`config.mk`:
```
export PLATFORM = sky130hd
export DESIGN_NAME = lsu_dmem_flat
export DESIGN_NICKNAME = d
export VERILOG_FILES = /design/src/rtl/riscv_pkg.sv /design/src/rtl/lsu_dmem_if.sv /design/src/rtl/lsu_dmem_load_align.sv /design/src/rtl/lsu_dmem.sv /design/src/flat_wrapper.sv
export SDC_FILE = /design/constraint.sdc
export NUM_CORES = 1
export LEC_CHECK = 0
export ABC_CLOCK_PERIOD_IN_PS = 3700
export CORE_ASPECT_RATIO = 0.7
export CORE_UTILIZATION = 50
export DETAILED_ROUTE_END_ITERATION = 12
export GPL_TIMING_DRIVEN = 1
export PLACE_DENSITY = 0.93
export SYNTH_ARGS = -nofsm -noshare
export SYNTH_HDL_FRONTEND = slang
export SYNTH_HIERARCHICAL = 1
export SYNTH_SLANG_ARGS = --single-unit
```
`constraint.sdc`:
```
create_clock -name clk_in -period 3.7 [get_ports clk_in]
set_input_delay 0.74 -clock clk_in [delete_from_list [all_inputs] [get_ports clk_in]]
set_output_delay 0.74 -clock clk_in [all_outputs]
set_load 0.1 [all_outputs]
```
`src/rtl/riscv_pkg.sv`:
```
// Shared MEM-stage types and small helpers for the load/store unit.
package riscv_pkg;

    typedef enum logic [1:0] {
        BYTE = 2'd0,
        HALF = 2'd1,
        WORD = 2'd2
    } mem_size_t;

    typedef struct packed {
        logic      RD;
        logic      WR;
        mem_size_t SIZE;
        logic      UNS;
    } MEM_ctrl;

    // Encoding shared with the localparam state constants inside lsu_dmem.
    typedef enum logic [1:0] {
        LSU_IDLE   = 2'd0,
        LSU_REQ    = 2'd1,
        LSU_WAIT_R = 2'd2
    } lsu_state_t;

    // Byte-enable pattern for a size, placed on the addressed byte lane.
    function automatic logic [3:0] be_of(input mem_size_t sz, input logic [1:0] off);
        logic [3:0] be;
        case (sz)
            BYTE:    be = 4'b0001 << off;
            HALF:    be = 4'b0011 << off;
            WORD:    be = 4'b1111;
            default: be = 4'b0000;
        endcase
        return be;
    endfunction

    // Replicate store data across all lanes so any enabled lane sees it.
    function automatic logic [31:0] wdata_rep(input mem_size_t sz, input logic [31:0] wd);
        logic [31:0] r;
        case (sz)
            BYTE:    r = {4{wd[7:0]}};
            HALF:    r = {2{wd[15:0]}};
            WORD:    r = wd;
            default: r = 32'h0000_0000;
        endcase
        return r;
    endfunction

    // Natural alignment check; bytes are always aligned.
    function automatic logic is_aligned(input mem_size_t sz, input logic [1:0] off);
        logic ok;
        case (sz)
            BYTE:    ok = 1'b1;
            HALF:    ok = ~off[0];
            WORD:    ok = (off == 2'b00);
            default: ok = 1'b0;
        endcase
        return ok;
    endfunction

endpackage

```
`src/rtl/lsu_dmem_if.sv`:
```
// Data-memory request/grant/response bus between the LSU and data memory.
interface lsu_dmem_if #(
    parameter int ADDR_W = 32
);
    logic              dmem_req_out;
    logic              dmem_we_out;
    logic [3:0]        dmem_be_out;
    logic [ADDR_W-1:0] dmem_addr_out;
    logic [31:0]       dmem_wdata_out;
    logic              dmem_gnt_in;
    logic              dmem_rvalid_in;
    logic [31:0]       dmem_rdata_in;

    modport master (
        output dmem_req_out, dmem_we_out, dmem_be_out, dmem_addr_out, dmem_wdata_out,
        input  dmem_gnt_in, dmem_rvalid_in, dmem_rdata_in
    );

    modport slave (
        input  dmem_req_out, dmem_we_out, dmem_be_out, dmem_addr_out, dmem_wdata_out,
        output dmem_gnt_in, dmem_rvalid_in, dmem_rdata_in
    );
endinterface

```
`src/rtl/lsu_dmem_load_align.sv`:
```
// Picks the addressed byte/half out of a read word and sign/zero-extends it.
module lsu_load_align
    import riscv_pkg::*;
(
    input  logic [31:0] rdata,
    input  logic [1:0]  offset,
    input  mem_size_t   size,
    input  logic        uns,
    output logic [31:0] word
);
    logic [7:0]  byte_s;
    logic [15:0] half_s;

    // Lane select followed by extension according to size and signedness.
    always_comb begin
        byte_s = rdata[{offset, 3'b000} +: 8];
        half_s = offset[1] ? rdata[31:16] : rdata[15:0];
        case (size)
            BYTE:    word = {{24{~uns & byte_s[7]}}, byte_s};
            HALF:    word = {{16{~uns & half_s[15]}}, half_s};
            WORD:    word = rdata;
            default: word = 32'h0000_0000;
        endcase
    end
endmodule

```
`src/rtl/lsu_dmem.sv`:
```
// MEM-stage load/store unit: drives the data-memory handshake, stalls the
// pipeline while an access is outstanding, and returns extended load data.
module lsu_dmem
    import riscv_pkg::*;
#(
    parameter int TIMEOUT_CYC = 16,
    parameter int ADDR_W      = 32
) (
    input  logic        clk_in,
    input  logic        rst_in,
    input  MEM_ctrl     MEMctrl_in,
    input  logic [31:0] MEMaddr_in,
    input  logic [31:0] MEMwdata_in,
    output logic [31:0] MEMdata_MEM_out,
    output logic        stall_out,
    output logic        misalign_out,
    output logic        bus_err_out,
    lsu_dmem_if.master  dmem
);
    localparam logic [1:0] ST_IDLE   = 2'd0;
    localparam logic [1:0] ST_REQ    = 2'd1;
    localparam logic [1:0] ST_WAIT_R = 2'd2;

    localparam int              CNT_W  = $clog2(TIMEOUT_CYC) + 1;
    localparam logic [CNT_W-1:0] TO_LIM = CNT_W'(TIMEOUT_CYC - 1);
    localparam logic [CNT_W-1:0] CNT_ONE = CNT_W'(1);

    logic [1:0]        state_r;
    logic [1:0]        state_nxt_s;
    logic [CNT_W-1:0]  cnt_r;
    logic [CNT_W-1:0]  cnt_inc_s;
    logic              expire_s;
    logic [31:0]       hold_r;

    // Request context captured when an access is accepted in IDLE.
    logic              we_r;
    logic [3:0]        be_r;
    logic [ADDR_W-3:0] waddr_r;
    logic [31:0]       wdata_r;
    logic [1:0]        off_r;
    mem_size_t         size_r;
    logic              uns_r;

    logic              acc_s;
    logic              aligned_s;
    logic              start_s;
    logic              cap_s;
    logic [31:0]       ld_word_s;

    assign acc_s     = MEMctrl_in.RD | MEMctrl_in.WR;
    assign aligned_s = is_aligned(MEMctrl_in.SIZE, MEMaddr_in[1:0]);
    assign start_s   = (state_r == ST_IDLE) & acc_s & aligned_s;

    // The increment happening this cycle is what "reaches" the limit, so the
    // abort lands TIMEOUT_CYC-1 cycles after the access was first presented.
    assign cnt_inc_s = cnt_r + CNT_ONE;
    assign expire_s  = (cnt_inc_s == TO_LIM);

    lsu_load_align u_align (
        .rdata  (dmem.dmem_rdata_in),
        .offset (off_r),
        .size   (size_r),
        .uns    (uns_r),
        .word   (ld_word_s)
    );

    // Next-state and all combinational outputs; everything is forced low in reset.
    always_comb begin
        state_nxt_s         = state_r;
        dmem.dmem_req_out   = 1'b0;
        dmem.dmem_we_out    = 1'b0;
        dmem.dmem_be_out    = 4'b0000;
        dmem.dmem_addr_out  = {ADDR_W{1'b0}};
        dmem.dmem_wdata_out = 32'h0000_0000;
        stall_out           = 1'b0;
        misalign_out        = 1'b0;
        bus_err_out         = 1'b0;
        MEMdata_MEM_out     = hold_r;
        cap_s               = 1'b0;
        if (rst_in) begin
            state_nxt_s     = ST_IDLE;
            MEMdata_MEM_out = 32'h0000_0000;
        end else begin
            case (state_r)
                ST_IDLE: begin
                    if (acc_s && !aligned_s) begin
                        misalign_out = 1'b1;
                    end else if (acc_s) begin
                        dmem.dmem_req_out   = 1'b1;
                        dmem.dmem_we_out    = MEMctrl_in.WR;
                        dmem.dmem_be_out    = be_of(MEMctrl_in.SIZE, MEMaddr_in[1:0]);
                        dmem.dmem_addr_out  = {MEMaddr_in[ADDR_W-1:2], 2'b00};
                        dmem.dmem_wdata_out = wdata_rep(MEMctrl_in.SIZE, MEMwdata_in);
                        if (dmem.dmem_gnt_in && MEMctrl_in.WR) begin
                            state_nxt_s = ST_IDLE;
                        end else if (dmem.dmem_gnt_in) begin
                            state_nxt_s = ST_WAIT_R;
                            stall_out   = 1'b1;
                        end else begin
                            state_nxt_s = ST_REQ;
                            stall_out   = 1'b1;
                        end
                    end else begin
                        state_nxt_s = ST_IDLE;
                    end
                end
                ST_REQ: begin
                    dmem.dmem_req_out   = 1'b1;
                    dmem.dmem_we_out    = we_r;
                    dmem.dmem_be_out    = be_r;
                    dmem.dmem_addr_out  = {waddr_r, 2'b00};
                    dmem.dmem_wdata_out = wdata_r;
                    if (dmem.dmem_gnt_in && we_r) begin
                        state_nxt_s = ST_IDLE;
                    end else if (dmem.dmem_gnt_in) begin
                        state_nxt_s = ST_WAIT_R;
                        stall_out   = 1'b1;
                    end else if (expire_s) begin
                        state_nxt_s = ST_IDLE;
                        bus_err_out = 1'b1;
                    end else begin
                        stall_out = 1'b1;
                    end
                end
                ST_WAIT_R: begin
                    if (dmem.dmem_rvalid_in) begin
                        MEMdata_MEM_out = ld_word_s;
                        cap_s           = 1'b1;
                        state_nxt_s     = ST_IDLE;
                    end else if (expire_s) begin
                        state_nxt_s = ST_IDLE;
                        bus_err_out = 1'b1;
                    end else begin
                        stall_out = 1'b1;
                    end
                end
                default: begin
                    state_nxt_s = ST_IDLE;
                end
            endcase
        end
    end

    // State, timeout counter (cleared on each state change) and load hold register.
    always_ff @(posedge clk_in) begin
        if (rst_in) begin
            state_r <= ST_IDLE;
            cnt_r   <= {CNT_W{1'b0}};
            hold_r  <= 32'h0000_0000;
        end else begin
            state_r <= state_nxt_s;
            if (state_nxt_s != state_r) begin
                cnt_r <= {CNT_W{1'b0}};
            end else if (state_r != ST_IDLE) begin
                cnt_r <= cnt_inc_s;
            end
            if (cap_s) begin
                hold_r <= ld_word_s;
            end
        end
    end

    // Capture the request context so REQ/WAIT_R do not depend on upstream inputs.
    always_ff @(posedge clk_in) begin
        if (rst_in) begin
            we_r    <= 1'b0;
            be_r    <= 4'b0000;
            waddr_r <= {(ADDR_W-2){1'b0}};
            wdata_r <= 32'h0000_0000;
            off_r   <= 2'b00;
            size_r  <= BYTE;
            uns_r   <= 1'b0;
        end else if (start_s) begin
            we_r    <= MEMctrl_in.WR;
            be_r    <= be_of(MEMctrl_in.SIZE, MEMaddr_in[1:0]);
            waddr_r <= MEMaddr_in[ADDR_W-1:2];
            wdata_r <= wdata_rep(MEMctrl_in.SIZE, MEMwdata_in);
            off_r   <= MEMaddr_in[1:0];
            size_r  <= MEMctrl_in.SIZE;
            uns_r   <= MEMctrl_in.UNS;
        end
    end
endmodule

```
`src/flat_wrapper.sv`:
```
// flat-port wrapper written by rule: the top's interface ports become plain ports
module lsu_dmem_flat import riscv_pkg::*;
#(
    parameter int TIMEOUT_CYC = 16,
    parameter int ADDR_W      = 32
)
  (clk_in, rst_in, MEMctrl_in, MEMaddr_in, MEMwdata_in, MEMdata_MEM_out, stall_out, misalign_out, bus_err_out, dmem_dmem_req_out, dmem_dmem_we_out, dmem_dmem_be_out, dmem_dmem_addr_out, dmem_dmem_wdata_out, dmem_dmem_gnt_in, dmem_dmem_rvalid_in, dmem_dmem_rdata_in);
  lsu_dmem_if #(.ADDR_W(ADDR_W)) dmem_i ();
  input  logic clk_in;
  input  logic rst_in;
  input  MEM_ctrl MEMctrl_in;
  input  logic [31:0] MEMaddr_in;
  input  logic [31:0] MEMwdata_in;
  output logic [31:0] MEMdata_MEM_out;
  output logic stall_out;
  output logic misalign_out;
  output logic bus_err_out;
  output wire logic [$bits(dmem_i.dmem_req_out)-1:0] dmem_dmem_req_out;
  output wire logic [$bits(dmem_i.dmem_we_out)-1:0] dmem_dmem_we_out;
  output wire logic [$bits(dmem_i.dmem_be_out)-1:0] dmem_dmem_be_out;
  output wire logic [$bits(dmem_i.dmem_addr_out)-1:0] dmem_dmem_addr_out;
  output wire logic [$bits(dmem_i.dmem_wdata_out)-1:0] dmem_dmem_wdata_out;
  input wire logic [$bits(dmem_i.dmem_gnt_in)-1:0] dmem_dmem_gnt_in;
  input wire logic [$bits(dmem_i.dmem_rvalid_in)-1:0] dmem_dmem_rvalid_in;
  input wire logic [$bits(dmem_i.dmem_rdata_in)-1:0] dmem_dmem_rdata_in;
  assign dmem_dmem_req_out = dmem_i.dmem_req_out;
  assign dmem_dmem_we_out = dmem_i.dmem_we_out;
  assign dmem_dmem_be_out = dmem_i.dmem_be_out;
  assign dmem_dmem_addr_out = dmem_i.dmem_addr_out;
  assign dmem_dmem_wdata_out = dmem_i.dmem_wdata_out;
  assign dmem_i.dmem_gnt_in = dmem_dmem_gnt_in;
  assign dmem_i.dmem_rvalid_in = dmem_dmem_rvalid_in;
  assign dmem_i.dmem_rdata_in = dmem_dmem_rdata_in;
  lsu_dmem #(.TIMEOUT_CYC(TIMEOUT_CYC), .ADDR_W(ADDR_W)) u_core (.clk_in(clk_in), .rst_in(rst_in), .MEMctrl_in(MEMctrl_in), .MEMaddr_in(MEMaddr_in), .MEMwdata_in(MEMwdata_in), .MEMdata_MEM_out(MEMdata_MEM_out), .stall_out(stall_out), .misalign_out(misalign_out), .bus_err_out(bus_err_out), .dmem(dmem_i));
endmodule
```
; Word level (Yosys, flattened, before mapping)
; Index checks and enable logic that the tools add are counted.
; W data, S select, Z words.
[classes]
bitwise = 7
n_shift = 3
n_reduce_logical = 10
n_eq_ne = 8
add_sub_neg = 1
muxes = 59
[ops]
columns = operator, n
row1 = $mux W32, 9
row2 = $pmux W32 S3, 2
row3 = $pmux W32 S2, 2
row4 = $shiftx A32 B6 Y8, 1
row5 = $mux W1, 25
row6 = $mux W2, 9
row7 = $mux W16, 1
row8 = $mux W4, 3
row9 = $pmux W4 S3, 1
row10 = $logic_not A2 Y1, 4
row11 = $pmux W4 S2, 1
row12 = $eq A2 B1 Y1 const B, 3
row13 = $eq A2 B2 Y1 const B, 3
row14 = $pmux W1 S2, 3
row15 = $pmux W1 S3, 2
row16 = $pmux W2 S3, 1
row17 = $add A5 B1 Y5 const B, 1
row18 = $eq A5 B4 Y1 const B, 1
row19 = $and A1 B1 Y1, 4
row20 = $shl A1 B2 Y4 const A, 1
row21 = $shl A2 B2 Y4 const A, 1
row22 = $logic_and A1 B1 Y1, 3
row23 = $ne A2 B2 Y1, 1
row24 = $not A1 Y1, 2
row25 = other kinds (4), 4
[totals]
out_inout_bits = 105
wordCells = 98
reg_bits = 111
in_bits = 105

; Logic depth before layout (Yosys ltp)
; Gate-level depths: netlist of the first run.
[depth]
ltp_word = 9
ltp_mapped = 9
depth_no_buf = 7

; By module
; The synthesis of the first run kept the hierarchy.
[by_module_without_submodules]
columns = mod, n_inst, cells_each, area_per_inst_um2
row1 = lsu_dmem, 1, 778, 5475.3
row2 = lsu_load_align, 1, 118, 759.5

; Least setup slack after synthesis of the first run
; No wires, ideal clock.
[synth_path]
path_kind = input-to-output
start = in rst_in
end = out bus_err_out
setup_slack_ns = -1.327
cell_stages = 3
arrival_time_ns = 4.287
required_ns = 2.960
path_cell_list = clkbuf_1 clkbuf_1 nor4b_1
[synth_via]
elab_chain_len = 1
[synth_lines]
columns = element, line
row1 = start: declaration, flat_wrapper.sv:10  ; input logic rst_in;
row2 = $mux W1, lsu_dmem.sv:80  ; if (rst_in) begin
row3 = end: declaration, flat_wrapper.sv:17  ; output logic bus_err_out;
; Every way passes these cells.

; Worst setup path after layout of the first run
[layout_path]
start = in MEMaddr_in[1]
end = out dmem_dmem_be_out[1]
[layout_via]
elab_chain_len = 7
elab_cells_between_ends = 11
classes_between = 2 x shift / 6 x mux / 3 x reduce/logical
[layout_lines]
columns = element, line
row1 = start: declaration, flat_wrapper.sv:12  ; input logic [31:0] MEMaddr_in;
row2 = branches (longest 4 deep; another with $shl A2 B2 Y4), -
row3 = $mux W4 (*), lsu_dmem.sv:86  ; if (acc_s && !aligned_s) begin
row4 = $pmux W4 S2 (*), lsu_dmem.sv:84  ; case (state_r)
row5 = $mux W4 (*), lsu_dmem.sv:80
row6 = end: declaration, flat_wrapper.sv:20  ; output wire logic [$bits(dmem_i.dmem_be_out)-1:0] dmem_dmem_be_out;
; Mark *: on every way between the ends.

==> results of run 1 <==
[kinds of logic (layout without fill, tap and decap cells)]
logic type                 Yosys count  in the layout  synth area share, %
AOI/OAI and AO/OA                  297            297                27.41
muxes                               20             20                3.672
adders and majority gates            6              6                1.204
xor gates and xnor gates             4              4               0.5620
DFF                                111            111                35.64
buffers and inverters               82            250                5.780
and+or+nand+nor                    375            375                25.67
other                                1              2              0.06015
[worst max-delay path: cells and delay by family]
family	cells	cell delay, ns
buffers and inverters	3	0.94
AO/OA/AOI/OAI	2	0.33
AND/OR/NAND/NOR	3	0.82
[final cells by class]
type,instances,area [um^2]
Clock inverter,6,76.32
Timing Repair Buffer,227,3297
Clock buffer,9,225.2
Sequential cell,111,2222
Tap cell,157,196.4
Multi-Input combinational cell,704,3956
Inverter,8,30.03
Fill cell,673,1929
[stage by stage]
stage	instance area [um^2]	utilization, %	cells	hold WS, ns
5_1_grt	10000	83.83	1222	0.4706
2_1_floorplan	6516	-	897	0.4366
4_1_cts	9967	83.53	1221	0.4566
3_5_place_dp	9666	81.00	1206	0.4467
6_report	10000	83.83	1222	0.4563
3_3_place_gp	9666	81.00	1206	0.4411
[state kept, by name, indices dropped and copies added (netlist names)]
register,flops
u_core/hold_r,32
u_core/wdata_r,32
u_core/waddr_r,30
u_core/cnt_r,5
u_core/be_r,4
u_core/off_r,2
u_core/size_r,2
u_core/state_r,2
u_core/uns_r,1
u_core/we_r,1
[per-layer routing]
metal	wire [um]	up-vias	GRT usage, %
li1	-	3385	-
met1	8876	3426	44.71
met2	10410	491	53.97
met3	2427	72	9.729
met4	636	0	11.70
met5	0	-	0
[timing repair]
action	4_1_cts	5_1_grt
resized for setup	0	2
setup endpoints to repair	0	14
hold buffers	0	0
[layout by cell type (no fill, tap or decap), types with 15 or more instances in the layout]
cell type	Yosys	routed
o21ai_0	22	22
clkdlybuf4s50_1	0	103
a21oi_1	208	143
buf_4	9	17
dfxtp_1	111	111
buf_12	0	105
mux2i_1	15	15
nand2_1	289	289
a21o_1	18	17
a21oi_2	0	64
nor2_1	30	28
[how the worst max path moves through the flow]
stage                                    endpoint  cells past startpoint
after floorplan               dmem_dmem_be_out[0]                      5
after global placement     dmem_dmem_addr_out[31]                      8
after detailed placement   dmem_dmem_addr_out[31]                      8
after CTS                  dmem_dmem_addr_out[31]                      8
after global routing      dmem_dmem_wdata_out[21]                      6
final                         dmem_dmem_be_out[1]                      8
[report_power, final]
part / leakage, nW / switching (mW) / internal, mW / total [mW]
Clock: 0.148 / 0.471 / 0.534 / 1.00
Combinational: 2.50 / 0.769 / 0.440 / 1.21
Sequential: 0.904 / 0.0419 / 1.25 / 1.30
==> impl_metrics.json, run 1 <==
{
  "drcViolationCount": 0,
  "yosys.area.top_type_share_pct": 35.64,
  "tightest_slew_ns": 0.9202,
  "cts-root-buf": "clkbuf_16",
  "dp_slack_ns": 0.08082,
  "synth_edf_count": 0,
  "r2r-start": "u_core/state_r[1]",
  "arrival_ns": 2.85,
  "dr.first_iter.drc_count": 879,
  "r2r.worst_path.cells": 8,
  "cts_buffer_depth": 2,
  "setup_tns_ns": 0,
  "maxSlewViolCount": 0,
  "min_period_ns": 3.589,
  "yosysMostFrequentCell": "nand2_1",
  "ys_seq_area_share_pct": 35.64,
  "gp_congestion": 0.9251,
  "dieArea_mm2": 0.01293,
  "io_buffers": 207,
  "skew_ns": 0.01077,
  "clock.fmax_mhz": 278.6,
  "p_leak_nw": 3.553,
  "ys_ff_latch": 111,
  "layout_setup_ws_ns": 0.1106,
  "synth_async_sr_flop_share_pct": 0,
  "synthTopCellsByCount": "nand2_1, a21oi_1, dfxtp_1, clkbuf_1, nor2_1",
  "peakVddDrop_mv": 0.2473,
  "first_pass_iters": 8,
  "cp.required_ns": 2.96,
  "min_path_cells": 2,
  "wirelength_um": 22350,
  "slew_headroom_pct": 38.49,
  "worst_path_max_delay_cell": "clkdlybuf4s50_1",
  "cpPeakStageDelay_ns": 0.52,
  "grt_pass1_wl_um": 34220,
  "p_per_area_mw_per_mm2": 350.9,
  "post_cts_buffers": 0,
  "via_count": 7374,
  "grt_pass1_vias": 6686,
  "synth_top_cell_by_area": "dfxtp_1",
  "min_path_type": "reg -> reg",
  "wl_per_cell_um": 18.29,
  "path_class": "in -> out",
  "grt_max_degree": 85,
  "synth_cell_type_count": 58,
  "avgSynthCellArea_um2": 6.958,
  "min_to": "u_core/waddr_r[26]",
  "h-tree-depth": 3,
  "cts_sinks": 111,
  "hold_viol": 0,
  "nNetsFinal": 1172,
  "chipHeight_um": 95.43,
  "setup-violations-final": 0,
  "start_util_pct": 52.25,
  "cap_violations": 0,
  "synth_warnings": 6,
  "diodes": 0,
  "rows": 33,
  "crit_fanout": 20,
  "ys_top_cells_by_area": "dfxtp_1, nand2_1, a21oi_1",
  "coreArea_mm2": 0.01193,
  "grt_setup_unrepaired": "false",
  "crit_path_start": "MEMaddr_in[1]",
  "hold_start": "u_core/waddr_r[26]",
  "cts_made_buffers": 9,
  "cts_tree": "done",
  "vias_per_cell": 6.034,
  "clk_pin_slew_ns": 0.08,
  "syn_to_final_growth_pct": 60.44,
  "antenna_found_initial": 0,
  "syn_area_mm2": 0.006235,
  "insertion_delay_ns": 0.35,
  "grt_usage_pct": 34.16,
  "status": "complete, no violations",
  "worstSetupStartpointType": "input pin",
  "die_w_um": 135.5,
  "gr-total-overflow": 0,
  "fin_crit_sh_pct": 97.01,
  "drive_gt1_share_pct": 22.07,
  "endpoint_kind": "output pin",
  "io_pins": 210,
  "synth_cells": 896,
  "post-dp-hpwl_um": 15470,
  "postRouteAntennaNets": 0,
  "r2r_slack_ns": 0.82,
  "r2r-end": "u_core/cnt_r[2]",
  "cp_cell_sequence": "clkdlybuf4s50_1 > or3_4 > and2_4 > nor2_8 > buf_6 > o21ai_1 > a21oi_2 > buf_12",
  "yosys_most_used_dff": "dfxtp_1",
  "finalPower_mw": 3.510
}
Note: power is estimated with default switching activity, not from simulation.
==> run 2, diff against run 1 <==
CORE_MARGIN = 3   (was unset)
==> run 2 against run 1 <==
Against the previous run:
- final cell count about the same
- utilization decreased by 0.16 points
- non-clock buffer count unchanged
- first-iteration DRC count decreased by 11%
- final area decreased by 0.19%
- clock-buffer cell count increased by 1
- largest power group unchanged
- largest cell class unchanged
==> impl_metrics.json, run 2 (synthesis gave the netlist of run 1 again) <==
{
  "setup_tns_ns": 0,
  "path_class": "in -> out",
  "final_common_cell": "nand2_1",
  "p_per_area_mw_per_mm2": 343.1,
  "gr-total-overflow": 0,
  "nNetsFinal": 1172,
  "antenna_found_initial": 0,
  "cts_buffer_depth": 2,
  "fin_crit_sh_pct": 96.49,
  "worstSetupStartpointType": "input pin",
  "holdWs_ns": 0.4577,
  "min_period_ns": 3.570,
  "skew_ns": 0.01176,
  "highest_layer": "met4",
  "finalPower_mw": 3.426,
  "hold_buffers": 0,
  "insertion_delay_ns": 0.35,
  "gp_congestion": 0.9572,
  "grt_max_degree": 145,
  "die_w_um": 139.5,
  "drcViolationCount": 0,
  "grt_pass1_vias": 7115,
  "post_cts_buffers": 0,
  "hold_viol": 0,
  "dr.first_iter.drc_count": 780,
  "cp.required_ns": 2.96,
  "first_pass_iters": 8,
  "start_util_pct": 52.25,
  "clock.fmax_mhz": 280.1,
  "cpPeakStageDelay_ns": 0.54,
  "rows": 33,
  "arrival_ns": 2.83,
  "wl_met3_um": 2466,
  "vias_per_cell": 5.955,
  "cts_tree": "done",
  "cp_cell_sequence": "clkdlybuf4s50_1 > or3_4 > and2_4 > nor2_8 > buf_4 > nand2_1 > a21oi_2 > buf_12",
  "coreArea_mm2": 0.01193,
  "grt_pass1_wl_um": 36160,
  "min_path_type": "reg -> reg",
  "post-dp-hpwl_um": 16180,
  "reg_top3": "u_core/hold_r: 32 flops, u_core/wdata_r: 32 flops, u_core/waddr_r: 30 flops",
  "wl_per_cell_um": 18.61,
  "via_count": 7283,
  "layout_common_cells": "nand2_1, a21oi_1, dfxtp_1, buf_12, clkdlybuf4s50_1",
  "worst_path_max_delay_cell": "clkdlybuf4s50_1",
  "grt_setup_unrepaired": "false",
  "maxSlewViolCount": 0,
  "status": "complete, no violations",
  "diodes": 0,
  "wirelength_um": 22760,
  "dieArea_mm2": 0.01387,
  "layout_setup_ws_ns": 0.1300,
  "met2_length_um": 10750,
  "tightest_slew_ns": 0.7830,
  "drive_gt1_share_pct": 22.05,
  "cts-resized-gates": 0,
  "io_buffers": 207,
  "peakVddDrop_mv": 0.2518,
  "met1_length_um": 8800,
  "crit_fanout": 11,
  "slew_headroom_pct": 47.80,
  "clk_pin_slew_ns": 0.07,
  "cap_violations": 0,
  "grt_usage_pct": 31.76,
  "syn_to_final_growth_pct": 60.14,
  "p_leak_nw": 3.542,
  "postRouteAntennaNets": 0,
  "h-tree-depth": 3,
  "setup-violations-final": 0,
  "cts_sinks": 111,
  "cts-root-buf": "clkbuf_16",
  "endpoint_kind": "output pin",
  "io_pins": 210,
  "cts_made_buffers": 9,
  "dp_slack_ns": 0.1956,
  "chipHeight_um": 99.43
}
[run 2: changes by cell type in the layout (fill, tap and decap cells not counted)]
cell / before / now
buf_12: 105 / 108
clkinv_2: 0 / 2
a2111oi_0: 1 / 0
a2111oi_1: 0 / 1
a21oi_2: 64 / 65
a21oi_4: 1 / 0
buf_4: 17 / 16
buf_6: 1 / 0
bufinv_16: 1 / 0
clkbuf_1: 0 / 1
clkbuf_16: 10 / 9
clkinv_4: 2 / 1
clkinvlp_4: 0 / 1
inv_8: 1 / 0
[run 2: where the power goes]
| part | leakage (nW) | switching (mW) | internal, mW | total [mW] |
|---|---|---|---|---|
| clock network | 0.133 | 0.457 | 0.462 | 0.919 |
| registers | 0.904 | 0.0407 | 1.25 | 1.29 |
| logic | 2.51 | 0.768 | 0.443 | 1.21 |
| total | 3.54 | 1.27 | 2.16 | 3.43 |
[run 2: critical path, delay by kind of cell]
family / cells / cell delay [ns]
AOI/OAI and AO/OA: 1 / 0.22
buffers and inverters: 3 / 0.95
and+or+nand+nor: 4 / 0.90
[run 2: worst paths after layout]
| path | end | slack, ns | startpoint | cells after the start |
|---|---|---|---|---|
| max | dmem_dmem_wdata_out[11] | 0.13 | MEMaddr_in[0] | 8 |
| min reg2reg | u_core/waddr_r[0] | 0.46 | u_core/waddr_r[0] | 2 |
| max reg2reg | u_core/cnt_r[2] | 0.99 | u_core/state_r[1] | 8 |
| min | u_core/waddr_r[0] | 0.46 | u_core/waddr_r[0] | 2 |
[run 2: layout make-up]
class	instances	area [um^2]
Clock buffer	10	229.0
Inverter	8	30.03
Sequential cell	111	2222
Tap cell	157	196.4
Timing Repair Buffer	227	3313
Fill cell	668	1948
Clock inverter	6	43.79
Multi-Input combinational cell	704	3950
[run 2: stage by stage]
step | cells | instance area, um^2 | utilization, %
after CTS | 1223 | 9983 | 83.66
after global placement | 1207 | 9711 | 81.38
after floorplan | 897 | 6516 | -
after global routing | 1223 | 9985 | 83.67
final | 1223 | 9985 | 83.67
after detailed placement | 1207 | 9711 | 81.38
[run 2: metal layers]
layer  vias to the layer above  global-route usage, %
met5                         -                      0
met3                        76                  9.851
met2                       420                  51.74
li1                       3377                      -
met4                         0                  10.45
met1                      3410                  40.45
==> run 3, diff against run 2 <==
GPL_ROUTABILITY_DRIVEN = 0   (was unset)
==> run 3 against run 2 <==
Against the previous run:
- wire length shrank 0.98%
- maximum frequency grew 0.37%
- clock skew grew 0.00098 ns
- sequential power is essentially flat
- sequential share of layout area shrank 0.083 points
- critical path depth is the same
- critical path type unchanged
- critical endpoint is now dmem_dmem_addr_out[13]
==> impl_metrics.json, run 3 (synthesis gave the netlist of run 1 again) <==
{
  "r2r_slack_ns": 0.91,
  "vias_per_cell": 5.982,
  "via_count": 7310,
  "gr-usage-met1_pct": 40.63,
  "grt_busiest_layer": "met2",
  "endpoint_kind": "output pin",
  "holdWs_ns": 0.4568,
  "gr-total-overflow": 0,
  "final_common_cell": "nand2_1",
  "postRouteAntennaNets": 0,
  "grt_usage_pct": 31.25,
  "rows": 33,
  "cts_sinks": 111,
  "chipHeight_um": 99.43,
  "dieArea_mm2": 0.01387,
  "p_leak_nw": 3.559,
  "io_pins": 210,
  "post_cts_buffers": 0,
  "min_path_type": "reg -> reg",
  "p_per_area_mw_per_mm2": 350.7,
  "arrival_ns": 2.82,
  "maxSlewViolCount": 0,
  "start_util_pct": 52.25,
  "grt_pass1_wl_um": 35620,
  "insertion_delay_ns": 0.35,
  "wirelength_um": 22540,
  "met2_usage_pct": 50.41,
  "io_buffers": 207,
  "slew_headroom_pct": 37.15,
  "worstSetupStartpointType": "input pin",
  "grt_setup_unrepaired": "false",
  "die_w_um": 139.5,
  "h-tree-depth": 3,
  "syn_to_final_growth_pct": 60.75,
  "wl_per_cell_um": 18.44,
  "cts_made_buffers": 9,
  "peakVddDrop_mv": 0.2855,
  "status": "complete, no violations",
  "reg_top3": "u_core/hold_r: 32 flops, u_core/wdata_r: 32 flops, u_core/waddr_r: 30 flops",
  "setup_tns_ns": 0,
  "drcViolationCount": 0,
  "tightest_slew_ns": 0.9403,
  "skew_ns": 0.01274,
  "cts_buffer_depth": 2,
  "clock.fmax_mhz": 281.2,
  "first_pass_iters": 8,
  "setup-violations-final": 0,
  "utilization_pct": 83.99,
  "cp.required_ns": 2.96,
  "diodes": 0,
  "hold_buffers": 0,
  "layout_common_cells": "nand2_1, a21oi_1, dfxtp_1, buf_12, clkdlybuf4s50_1",
  "post-dp-hpwl_um": 16150,
  "clk_pin_slew_ns": 0.07,
  "nNetsFinal": 1171,
  "grtUsageMet3_pct": 9.082,
  "cap_violations": 0,
  "antenna_found_initial": 0,
  "hold_viol": 0,
  "grt_pass1_vias": 7039,
  "cts_tree": "done",
  "grt_max_degree": 145,
  "drive_gt1_share_pct": 21.97,
  "min_period_ns": 3.557,
  "path_class": "in -> out",
  "dr.first_iter.drc_count": 708,
  "crit_fanout": 31,
  "fin_crit_sh_pct": 96.13,
  "cts-resized-gates": 0,
  "cts-root-buf": "clkbuf_16",
  "coreArea_mm2": 0.01193
}
[run 3: cell types whose count changed in the layout (fill, tap and decap cells not counted), sizes merged]
cell / previous run / this run
clkinv: 4 / 3
clkinvlp: 1 / 0
inv: 9 / 10
bufinv: 0 / 1
buf: 124 / 123
[run 3: stage by stage]
stage | setup WS, ns | instances | cell area, um^2 | total power [mW]
floorplan | 0.04290 | 897 | 6516 | 2.059
global placement | 0.2584 | 1206 | 9716 | 2.483
detailed placement | 0.1819 | 1206 | 9716 | 2.507
CTS | 0.1787 | 1222 | 10020 | 3.510
global route | 0.05942 | 1222 | 10020 | 3.633
finish | 0.1434 | 1222 | 10020 | 3.515
[run 3: cell type report]
class	count	area (um^2)
clock buffer	10	229.0
clock inverter	6	76.32
fill	672	1911
inverter	8	30.03
multi-input combinational	704	3950
sequential	111	2222
tap	157	196.4
timing repair buffer	226	3318
[run 3: worst max-delay path: stages]
cell and delay, ns:
clkdlybuf4s50_1 0.54, or3_4 0.40, and2_4 0.18, nor2_8 0.18
buf_12 0.21, nand2_1 0.13, a21oi_2 0.21, buf_12 0.21
[run 3: path summary, 6_finish.rpt]
check / startpoint / to / cells after the start
max: MEMaddr_in[0] / dmem_dmem_addr_out[13] / 8
min: u_core/wdata_r[15] / u_core/wdata_r[15] / 2
max reg2reg: u_core/state_r[1] / u_core/cnt_r[0] / 8
min reg2reg: u_core/wdata_r[15] / u_core/wdata_r[15] / 2
[run 3: where the power goes]
| group | switching, mW | total, mW | internal [mW] | leakage (nW) |
|---|---|---|---|---|
| Clock | 0.472 | 1.01 | 0.539 | 0.150 |
| Sequential | 0.0418 | 1.30 | 1.25 | 0.904 |
| Combinational | 0.763 | 1.21 | 0.445 | 2.51 |
[run 3: layer usage]
layer | routed length (um) | up-vias
li1 | - | 3395
met1 | 8998 | 3393
met2 | 10380 | 453
met3 | 2415 | 69
met4 | 747 | 0
met5 | 0 | -
